<file path="config.mk">
export PLATFORM = sky130hd
export DESIGN_NAME = fsm_input_conditioner
export DESIGN_NICKNAME = d
export VERILOG_FILES = /design/src/rtl/fsm_cond_pkg.sv /design/src/rtl/debounce_chan.sv /design/src/rtl/fsm_input_conditioner.sv
export SDC_FILE = /design/constraint.sdc
export NUM_CORES = 1
export LEC_CHECK = 0
export ABC_AREA = 1
export CORE_UTILIZATION = 31
export DETAILED_ROUTE_END_ITERATION = 8
export PLACE_DENSITY_LB_ADDON = 0.3
export SYNTH_ARGS = -nofsm -noshare
export SYNTH_HDL_FRONTEND = slang
export SYNTH_SLANG_ARGS = --single-unit
</file>
<file path="constraint.sdc">
create_clock -name clk -period 6.3 [get_ports clk]
set_input_delay 1.26 -clock clk [delete_from_list [all_inputs] [get_ports clk]]
set_output_delay 1.26 -clock clk [all_outputs]
set_load 0.005 [all_outputs]
</file>
<file path="src/rtl/fsm_cond_pkg.sv">
// fsm_cond_pkg: shared event layout and glitch counter constants
package fsm_cond_pkg;
  localparam int LVL1 = 0;
  localparam int LVL2 = 1;
  localparam int CHG1 = 2;
  localparam int CHG2 = 3;
  localparam int EVT_W = 4;
  localparam int GLITCH_W = 8;
  localparam logic [GLITCH_W-1:0] GLITCH_MAX = '1;
endpackage

</file>
<file path="src/rtl/debounce_chan.sv">
// debounce_chan: synchroniser, debounce counter and clean level register for one input
module debounce_chan #(
  parameter int SYNC_STAGES = 2,
  parameter int DEBOUNCE_CYCLES = 16
) (
  input  logic clk,
  input  logic reset,
  input  logic raw,
  output logic clean,
  output logic chg,
  output logic abort
);
  localparam int CW = $clog2(DEBOUNCE_CYCLES);
  logic [SYNC_STAGES-1:0] sync_q, sync_d;
  logic [CW-1:0] cnt_q, cnt_d;
  logic clean_q, clean_d, s;
  always_comb begin
    s = sync_q[SYNC_STAGES-1];
    sync_d = {sync_q[SYNC_STAGES-2:0], raw};
    chg = (s != clean_q) && (cnt_q == CW'(DEBOUNCE_CYCLES - 1));
    abort = (s == clean_q) && (cnt_q != '0);
    cnt_d = (s == clean_q || chg) ? '0 : cnt_q + CW'(1);
    clean_d = chg ? s : clean_q;
  end
  always_ff @(posedge clk) begin
    if (reset) begin
      sync_q <= '0;
      cnt_q <= '0;
      clean_q <= 1'b0;
    end else begin
      sync_q <= sync_d;
      cnt_q <= cnt_d;
      clean_q <= clean_d;
    end
  end
  assign clean = clean_q;
endmodule

</file>
<file path="src/rtl/fsm_input_conditioner.sv">
// fsm_input_conditioner: debounces i1/i2, queues level-change events, counts rejected glitches
module fsm_input_conditioner
  import fsm_cond_pkg::*;
#(
  parameter int SYNC_STAGES = 2,
  parameter int DEBOUNCE_CYCLES = 16,
  parameter int FIFO_DEPTH = 4
) (
  input  logic clk,
  input  logic reset,
  input  logic i1_raw,
  input  logic i2_raw,
  output logic i1_clean,
  output logic i2_clean,
  output logic evt_valid,
  input  logic evt_ready,
  output logic [EVT_W-1:0] evt_data,
  output logic [$clog2(FIFO_DEPTH+1)-1:0] evt_count,
  output logic overflow,
  input  logic ovf_clr,
  output logic [GLITCH_W-1:0] glitch_cnt
);
  localparam int AW = $clog2(FIFO_DEPTH);
  localparam int CNTW = $clog2(FIFO_DEPTH + 1);
  logic chg1, chg2, ab1, ab2, push, pop, wr, full;
  logic [EVT_W-1:0] entry;
  logic [EVT_W-1:0] mem_q [FIFO_DEPTH];
  logic [EVT_W-1:0] mem_d [FIFO_DEPTH];
  logic [AW-1:0] wptr_q, wptr_d, rptr_q, rptr_d;
  logic [CNTW-1:0] count_q, count_d;
  logic overflow_q, overflow_d;
  logic [GLITCH_W-1:0] glitch_q, glitch_d;
  logic [GLITCH_W:0] gsum;
  debounce_chan #(.SYNC_STAGES(SYNC_STAGES), .DEBOUNCE_CYCLES(DEBOUNCE_CYCLES)) u_ch1 (
    .clk(clk), .reset(reset), .raw(i1_raw), .clean(i1_clean), .chg(chg1), .abort(ab1)
  );
  debounce_chan #(.SYNC_STAGES(SYNC_STAGES), .DEBOUNCE_CYCLES(DEBOUNCE_CYCLES)) u_ch2 (
    .clk(clk), .reset(reset), .raw(i2_raw), .clean(i2_clean), .chg(chg2), .abort(ab2)
  );
  always_comb begin
    entry = '0;
    entry[CHG2] = chg2;
    entry[CHG1] = chg1;
    entry[LVL2] = i2_clean ^ chg2;
    entry[LVL1] = i1_clean ^ chg1;
    push = chg1 | chg2;
    full = count_q == CNTW'(FIFO_DEPTH);
    pop = (count_q != '0) && evt_ready;
    // a pop in the same cycle frees the slot the push needs
    wr = push && (!full || pop);
    mem_d = mem_q;
    if (wr) mem_d[wptr_q] = entry;
    wptr_d = wr ? wptr_q + AW'(1) : wptr_q;
    rptr_d = pop ? rptr_q + AW'(1) : rptr_q;
    count_d = count_q + CNTW'(wr) - CNTW'(pop);
    overflow_d = (push && !wr) ? 1'b1 : ovf_clr ? 1'b0 : overflow_q;
    gsum = {1'b0, glitch_q} + (GLITCH_W+1)'(ab1) + (GLITCH_W+1)'(ab2);
    glitch_d = gsum[GLITCH_W] ? GLITCH_MAX : gsum[GLITCH_W-1:0];
  end
  always_ff @(posedge clk) begin
    if (reset) begin
      wptr_q <= '0;
      rptr_q <= '0;
      count_q <= '0;
      overflow_q <= 1'b0;
      glitch_q <= '0;
    end else begin
      wptr_q <= wptr_d;
      rptr_q <= rptr_d;
      count_q <= count_d;
      overflow_q <= overflow_d;
      glitch_q <= glitch_d;
    end
  end
  always_ff @(posedge clk) mem_q <= mem_d;
  assign evt_valid = count_q != '0;
  assign evt_data = evt_valid ? mem_q[rptr_q] : '0;
  assign evt_count = count_q;
  assign overflow = overflow_q;
  assign glitch_cnt = glitch_q;
endmodule

</file>
==> qor.csv, run 1 <==
metric;value;unit
cts_buffers;5;
cts.sinks;46;
diodes;0;
synth_cell_types;25;
pwr-share-clk;26.3;%
swShare;27.3;%
cp-start-kind;input pin;
dr.pass1.iters;5;
grt_pass1_vias;1421;
syn_to_final_growth;19.4;%
seq_power_share;51.7;%
post_drt_via_cell_ratio;4.29;
tritoncts;built;
finalMaxSlewViolations;0;
place.gp.congestion;0.738;
status;finished clean;
antenna_found_initial;0;
post_cts_buffers;0;
required;6.49;ns
nets;291;
grt_max_degree;16;
rsz0062_at_grt;no;
ys_top_cells_by_area;dfxtp_1, edfxtp_1, inv_1, nor2_1, ha_1;
grt_overflow;0;
cts_max_path_buffers;2;
cp-end-kind;flip-flop;
arrival;3.30;ns
period_share;49.4;%
detail_route.wl_per_cell;9.86;um
hp-class;flip-flop to flip-flop;
initial_utilization;32.7;%
drive_above_1_share;6.96;%
htreeDepth;2;
drc_errors;0;
synth.cell_area;0.00211;sq mm
crit_fanout;6;
yosys.area.top_type;dfxtp_1;
synth-warning-count;0;
ios;25;
maxSlewHeadroom;58.3;%
hold_slack;0.410;ns
placed_cell_area;0.00244;sq mm
synth_top_area_share;28.4;%
cts_hold_buf;0;
internal_power;0.468;mW
core-area;0.00646;sq mm
power_density;255;mW/mm^2
die_area;0.00716;sq mm
finalSetupViolations;0;
drtIter0Drc;38;
finalInstanceArea;0.00252;sq mm
worst_ir_drop_vdd;83.4;uV
ctsResizeCount;0;
routed_wl;3450;um
synthCells;243;
ys_ff_latch;46;
cts_root_buffer;clkbuf_8;
post-place-cells;342;
clkLatencyLatePin;0.29;ns
fin_worst_skew;0.00578;ns
dr_total_vias;1502;
crit_type;input pin to flip-flop;
ant_nets;0;
max_freq;0.321;GHz
globalRouteTotalUtil;10.9;%
fp.dieW;84.6;um
yosysSeqAreaShare;51.1;%
hold_viol_final;0;
period_minus_slack;3.11;ns
path_clk_slew;0.08;ns
avgSynthCellArea;8.70;sq um
rows;29;
pwr-share-comb;21.9;%
p_sw;0.176;mW
worst_slew_pin_slew;0.624;ns
syn-num-nets;262;
maxCapViolations;0;
tns;0;ns
grt_first_pass_wirelength;6190;um
dp_hpwl;2650;um
layout.cells.non_filler;350;
die_y;84.6;um
portBuffers;24;
p_leak;1.02;nW
-- worst max-delay path, stage by stage --
cell             delay (ns)
clkdlybuf4s50_1        0.49
nor2_1                 0.05
nand2_1                0.19
nand2_4                0.09
ha_1                   0.27
inv_1                  0.05
ha_1                   0.12
inv_1                  0.05
fa_1                   0.37
xnor2_1                0.14
o21ai_0                0.15
a21oi_1                0.05
-- per-layer routing --
layer | track usage, % | up-vias | wire length [um]
met2 | 18.0 | 21 | 1650
met4 | 6.01 | 0 | 78
met5 | 0 | - | 0
met3 | 2.26 | 8 | 111
li1 | - | 812 | -
met1 | 13.3 | 661 | 1610
-- area by class of cell --
type / count / area, sq um
clock inverters: 2 / 10.0
clock buffers: 6 / 72.6
fillers: 654 / 3930
repair buffers: 24 / 240
flip-flops and latches: 46 / 1080
inverters: 48 / 180
well taps: 77 / 96.3
multi-input cells: 147 / 845
-- stage by stage --
step | utilization [%] | setup WS [ns] | power (mW)
finish | 39.1 | 3.19 | 0.644
global route | 39.1 | 3.02 | 0.688
CTS | 39.1 | 3.19 | 0.653
detailed placement | 37.8 | 2.87 | 0.483
global placement | 37.8 | 2.91 | 0.480
floorplan | - | 3.47 | 0.418
-- power by group through the flow --
stage	logic (mW)	registers [mW]	clock network [mW]
final	0.141	0.333	0.169
after global routing	0.164	0.336	0.188
after CTS	0.143	0.333	0.176
after detailed placement	0.143	0.340	0
after global placement	0.140	0.340	0
after floorplan	0.0839	0.334	0
-- final timing paths --
path	start	to	slack, ns	cells past startpoint
min	u_ch1.sync_q[0]	u_ch1.sync_q[1]	0.41	2
max reg2reg	u_ch1.cnt_q[0]	evt_count[2]	3.91	14
max	evt_ready	evt_count[2]	3.19	12
min reg2reg	u_ch1.sync_q[0]	u_ch1.sync_q[1]	0.41	2
-- synthesized netlist by cell type --
cell type  number
nand2_1        28
a211oi_1        2
nand2_4         2
nand3_2         1
nor2_2          2
nor2_4          2
nand3_1         8
o21ai_0        13
clkbuf_1        1
nand2_2         4
nor2_1         44
nor3_1          1
clkinv_1        1
nor3b_1         2
inv_1          47
a21oi_1        16
edfxtp_1       16
fa_1            2
xor2_1          3
dfxtp_1        30
xnor2_1         3
o21bai_1        2
buf_2           1
ha_1           11
nor3_4          1
-- flip-flops by register name, summed over array words and instances, names as in the netlist --
| signal | cells |
|---|---|
| mem_q | 16 |
| glitch_cnt | 8 |
| u_ch1.cnt_q | 4 |
| u_ch2.cnt_q | 4 |
| evt_count | 3 |
| rptr_q | 2 |
| u_ch1.sync_q | 2 |
| u_ch2.sync_q | 2 |
| wptr_q | 2 |
| overflow | 1 |
| u_ch1.clean | 1 |
| u_ch2.clean | 1 |
-- cells by family after synthesis --
group	after synthesis	share of synthesized area [%]
xor+xnor	6	2.49
fa+ha+maj	13	8.40
simple gates	95	20.8
compound gates	33	8.28
buf+inv	50	8.93
flops	46	51.1
-- cells in the final DEF (no fill, tap or decap), drive strengths merged --
cell type and instances:
a211oi 2, a21oi 16, clkbuf 6, clkdlybuf4s50 24, clkinv 3, dfxtp 30
edfxtp 16, fa 2, ha 11, inv 47, nand2 34, nand3 9
nor2 48, nor3 2, nor3b 2, o21ai 13, o21bai 2, xnor2 3
xor2 3
(Power assumes the default switching activity.)
==> run 2, diff against run 1 <==
- clock period: 6.3 -> 2.5 ns (I/O delays scaled with it)
==> qor.csv, run 2 (same netlist as run 1, synthesis figures left out) <==
metric;value;unit;change
max_freq;0.428;GHz;
grt_pass1_vias;1379;;was 1421
r2r_start;u_ch1.cnt_q[1];;was u_ch1.cnt_q[0]
crit_buf_inv;2;;was 3
crit_fanout;6;;unchanged
dp_hpwl;2620;um;was 2650 um
syn_to_final_growth;23.4;%;was 19.4%
cp-start-kind;flip-flop;;was input pin
rrSetupSlack;0.16;ns;was 3.91 ns
fp.dieW;84.6;um;unchanged
nets;296;;was 291
htreeDepth;2;;unchanged
cts_buffers;5;;unchanged
p_leak;1.05;nW;was 1.02 nW
finalSetupViolations;0;;unchanged
drc_errors;0;;unchanged
status;finished clean;;unchanged
initial_utilization;32.7;%;unchanged
portBuffers;24;;unchanged
finalPower;1.77;mW;was 0.644 mW
worst_slack;0.161;ns;was 3.19 ns
worst_ir_drop_vdd;346;uV;was 83.4 uV
dpl_worst_slack;-0.0646;ns;was 2.87 ns
required;2.69;ns;was 6.49 ns
layout.cells.non_filler;355;;was 350
cp_cell_sequence;ha_2 -> nand2_2 -> nor2_4 -> nand2_2 -> nand2_4 -> nand2_4 -> ha_1 -> inv_1 -> ha_1 -> inv_1 -> fa_1 -> xnor2_2 -> o21ai_1 -> a21oi_1;;was clkdlybuf4s50_1 -> nor2_1 -> nand2_1 -> nand2_4 -> ha_1 -> inv_1 -> ha_1 -> inv_1 -> fa_1 -> xnor2_1 -> o21ai_0 -> a21oi_1
post-place-cells;345;;was 342
diodes;0;;unchanged
cp_top_family;adder cells;;unchanged
dr.pass1.iters;6;;was 5
maxCapViolations;0;;unchanged
largest-register;mem_q;;unchanged
path_clk_slew;0.09;ns;was 0.08 ns
die_area;0.00716;sq mm;unchanged
endpoint;evt_count[2];;unchanged
crit_start;u_ch1.cnt_q[1];;was evt_ready
globalRouteTotalUtil;10.5;%;was 10.9%
finalMaxSlewViolations;0;;unchanged
die_y;84.6;um;unchanged
maxSlewHeadroom;77.0;%;was 58.3%
fin_worst_skew;0.00669;ns;was 0.00578 ns
grt_max_degree;16;;unchanged
ios;25;;unchanged
cts_hold_buf;0;;unchanged
detail_route.wl_per_cell;9.87;um;was 9.86 um
grt_first_pass_wirelength;5950;um;was 6190 um
final_cell_mix;inv_1, nor2_1, nand2_1;;was inv_1, nor2_1, dfxtp_1
clkLatencyLatePin;0.29;ns;about the same
routed_wl;3510;um;was 3450 um
cp-end-kind;flip-flop;;unchanged
largest_reg_flops;16;;unchanged
critPathSlowestCell;fa_1;;was clkdlybuf4s50_1
cpPeakStageDelay;0.41;ns;was 0.49 ns
r2r-end;evt_count[2];;unchanged
power_density;678;mW/mm^2;was 255 mW/mm^2
drtIter0Drc;41;;was 38
grt_overflow;0;;unchanged
post_drt_via_cell_ratio;4.27;;was 4.29
core-area;0.00646;sq mm;unchanged
drive_above_1_share;11.2;%;was 6.96%
hold_viol_final;0;;unchanged
ant_nets;0;;unchanged
cts.sinks;46;;unchanged
period_minus_slack;2.34;ns;
arrival;2.53;ns;was 3.30 ns
crit_type;flip-flop to flip-flop;;was input pin to flip-flop
worst-path-stages;14;;was 12
hp-class;flip-flop to flip-flop;;unchanged
cts_max_path_buffers;2;;unchanged
period_share;93.6;%;
cts_root_buffer;clkbuf_8;;unchanged
tritoncts;built;;unchanged
nFillCells;653;;was 654
worst_slew_pin_slew;0.342;ns;was 0.624 ns
dr_total_vias;1516;;was 1502
multi_input_area;855;sq um;was 845 sq um
place.gp.congestion;0.707;;was 0.738
rows;29;;unchanged
seq_area;0.00109;sq mm;was 0.00108 sq mm
antenna_found_initial;0;;unchanged
final_common_cell;inv_1;;unchanged
rr_worst_depth;14;;unchanged
[run 2: cell types whose count changed in the layout (fill, tap and decap cells not counted)]
cell / before / now
buf_4: 0 / 5
dfxtp_1: 30 / 26
dfxtp_2: 0 / 4
clkinv_2: 2 / 0
clkinvlp_4: 0 / 2
bufinv_16: 0 / 1
clkbuf_1: 1 / 0
ha_1: 11 / 10
ha_2: 0 / 1
o21ai_0: 13 / 12
o21ai_1: 0 / 1
xnor2_1: 3 / 2
xnor2_2: 0 / 1
[run 2: cell type report]
type,instances,share of cell area (%)
clock inverters,3,1.73
repair buffers,29,10.6
inverters,48,6.91
well taps,77,3.69
multi-input cells,147,32.8
flip-flops and latches,46,41.6
clock buffers,5,2.64
[run 2: report_power, final]
group	internal (mW)	switching, mW
Combinational	0.204	0.181
Clock	0.297	0.249
Sequential	0.801	0.0377
[run 2: what timing repair did]
action,4_1_cts,5_1_grt
endpoints found under the setup margin,0,1
setup buffers,0,2
resized for setup,0,7
[run 2: stage by stage]
step | area [sq um] | setup TNS (ns) | hold slack, ns | util, %
final | 2610 | 0 | 0.408 | 40.4
after global routing | 2610 | -0.0165 | 0.429 | 40.4
after CTS | 2580 | 0 | 0.412 | 39.9
after detailed placement | 2460 | -0.0646 | 0.399 | 38.2
after global placement | 2460 | -0.0136 | 0.396 | 38.2
after floorplan | 2110 | 0 | 0.388 | -
[run 2: worst register-to-register path, delay by kind of cell (launching register included)]
family	cells	cell delay, ns
fa+ha+maj	4	0.98
simple gates	5	0.47
flops	1	0.35
compound gates	2	0.17
xor+xnor	1	0.16
buf+inv	2	0.10
[run 2: layer usage]
| metal | global-route usage [%] | routed length, um |
|---|---|---|
| met1 | 12.8 | 1680 |
| met2 | 17.7 | 1650 |
| met3 | 2.95 | 134 |
| met4 | 4.16 | 36 |
| met5 | 0 | 0 |
[run 2: worst min-delay path by stage]
stage | startpoint | end | slack (ns) | cells after the start
final | u_ch1.sync_q[0] | u_ch1.sync_q[1] | 0.41 | 2
after global routing | u_ch1.sync_q[0] | u_ch1.sync_q[1] | 0.43 | 2
after CTS | u_ch2.sync_q[0] | u_ch2.sync_q[1] | 0.41 | 2
after detailed placement | u_ch2.sync_q[0] | u_ch2.sync_q[1] | 0.40 | 2
after global placement | u_ch1.sync_q[0] | u_ch1.sync_q[1] | 0.40 | 2
after floorplan | u_ch1.sync_q[0] | u_ch1.sync_q[1] | 0.39 | 2
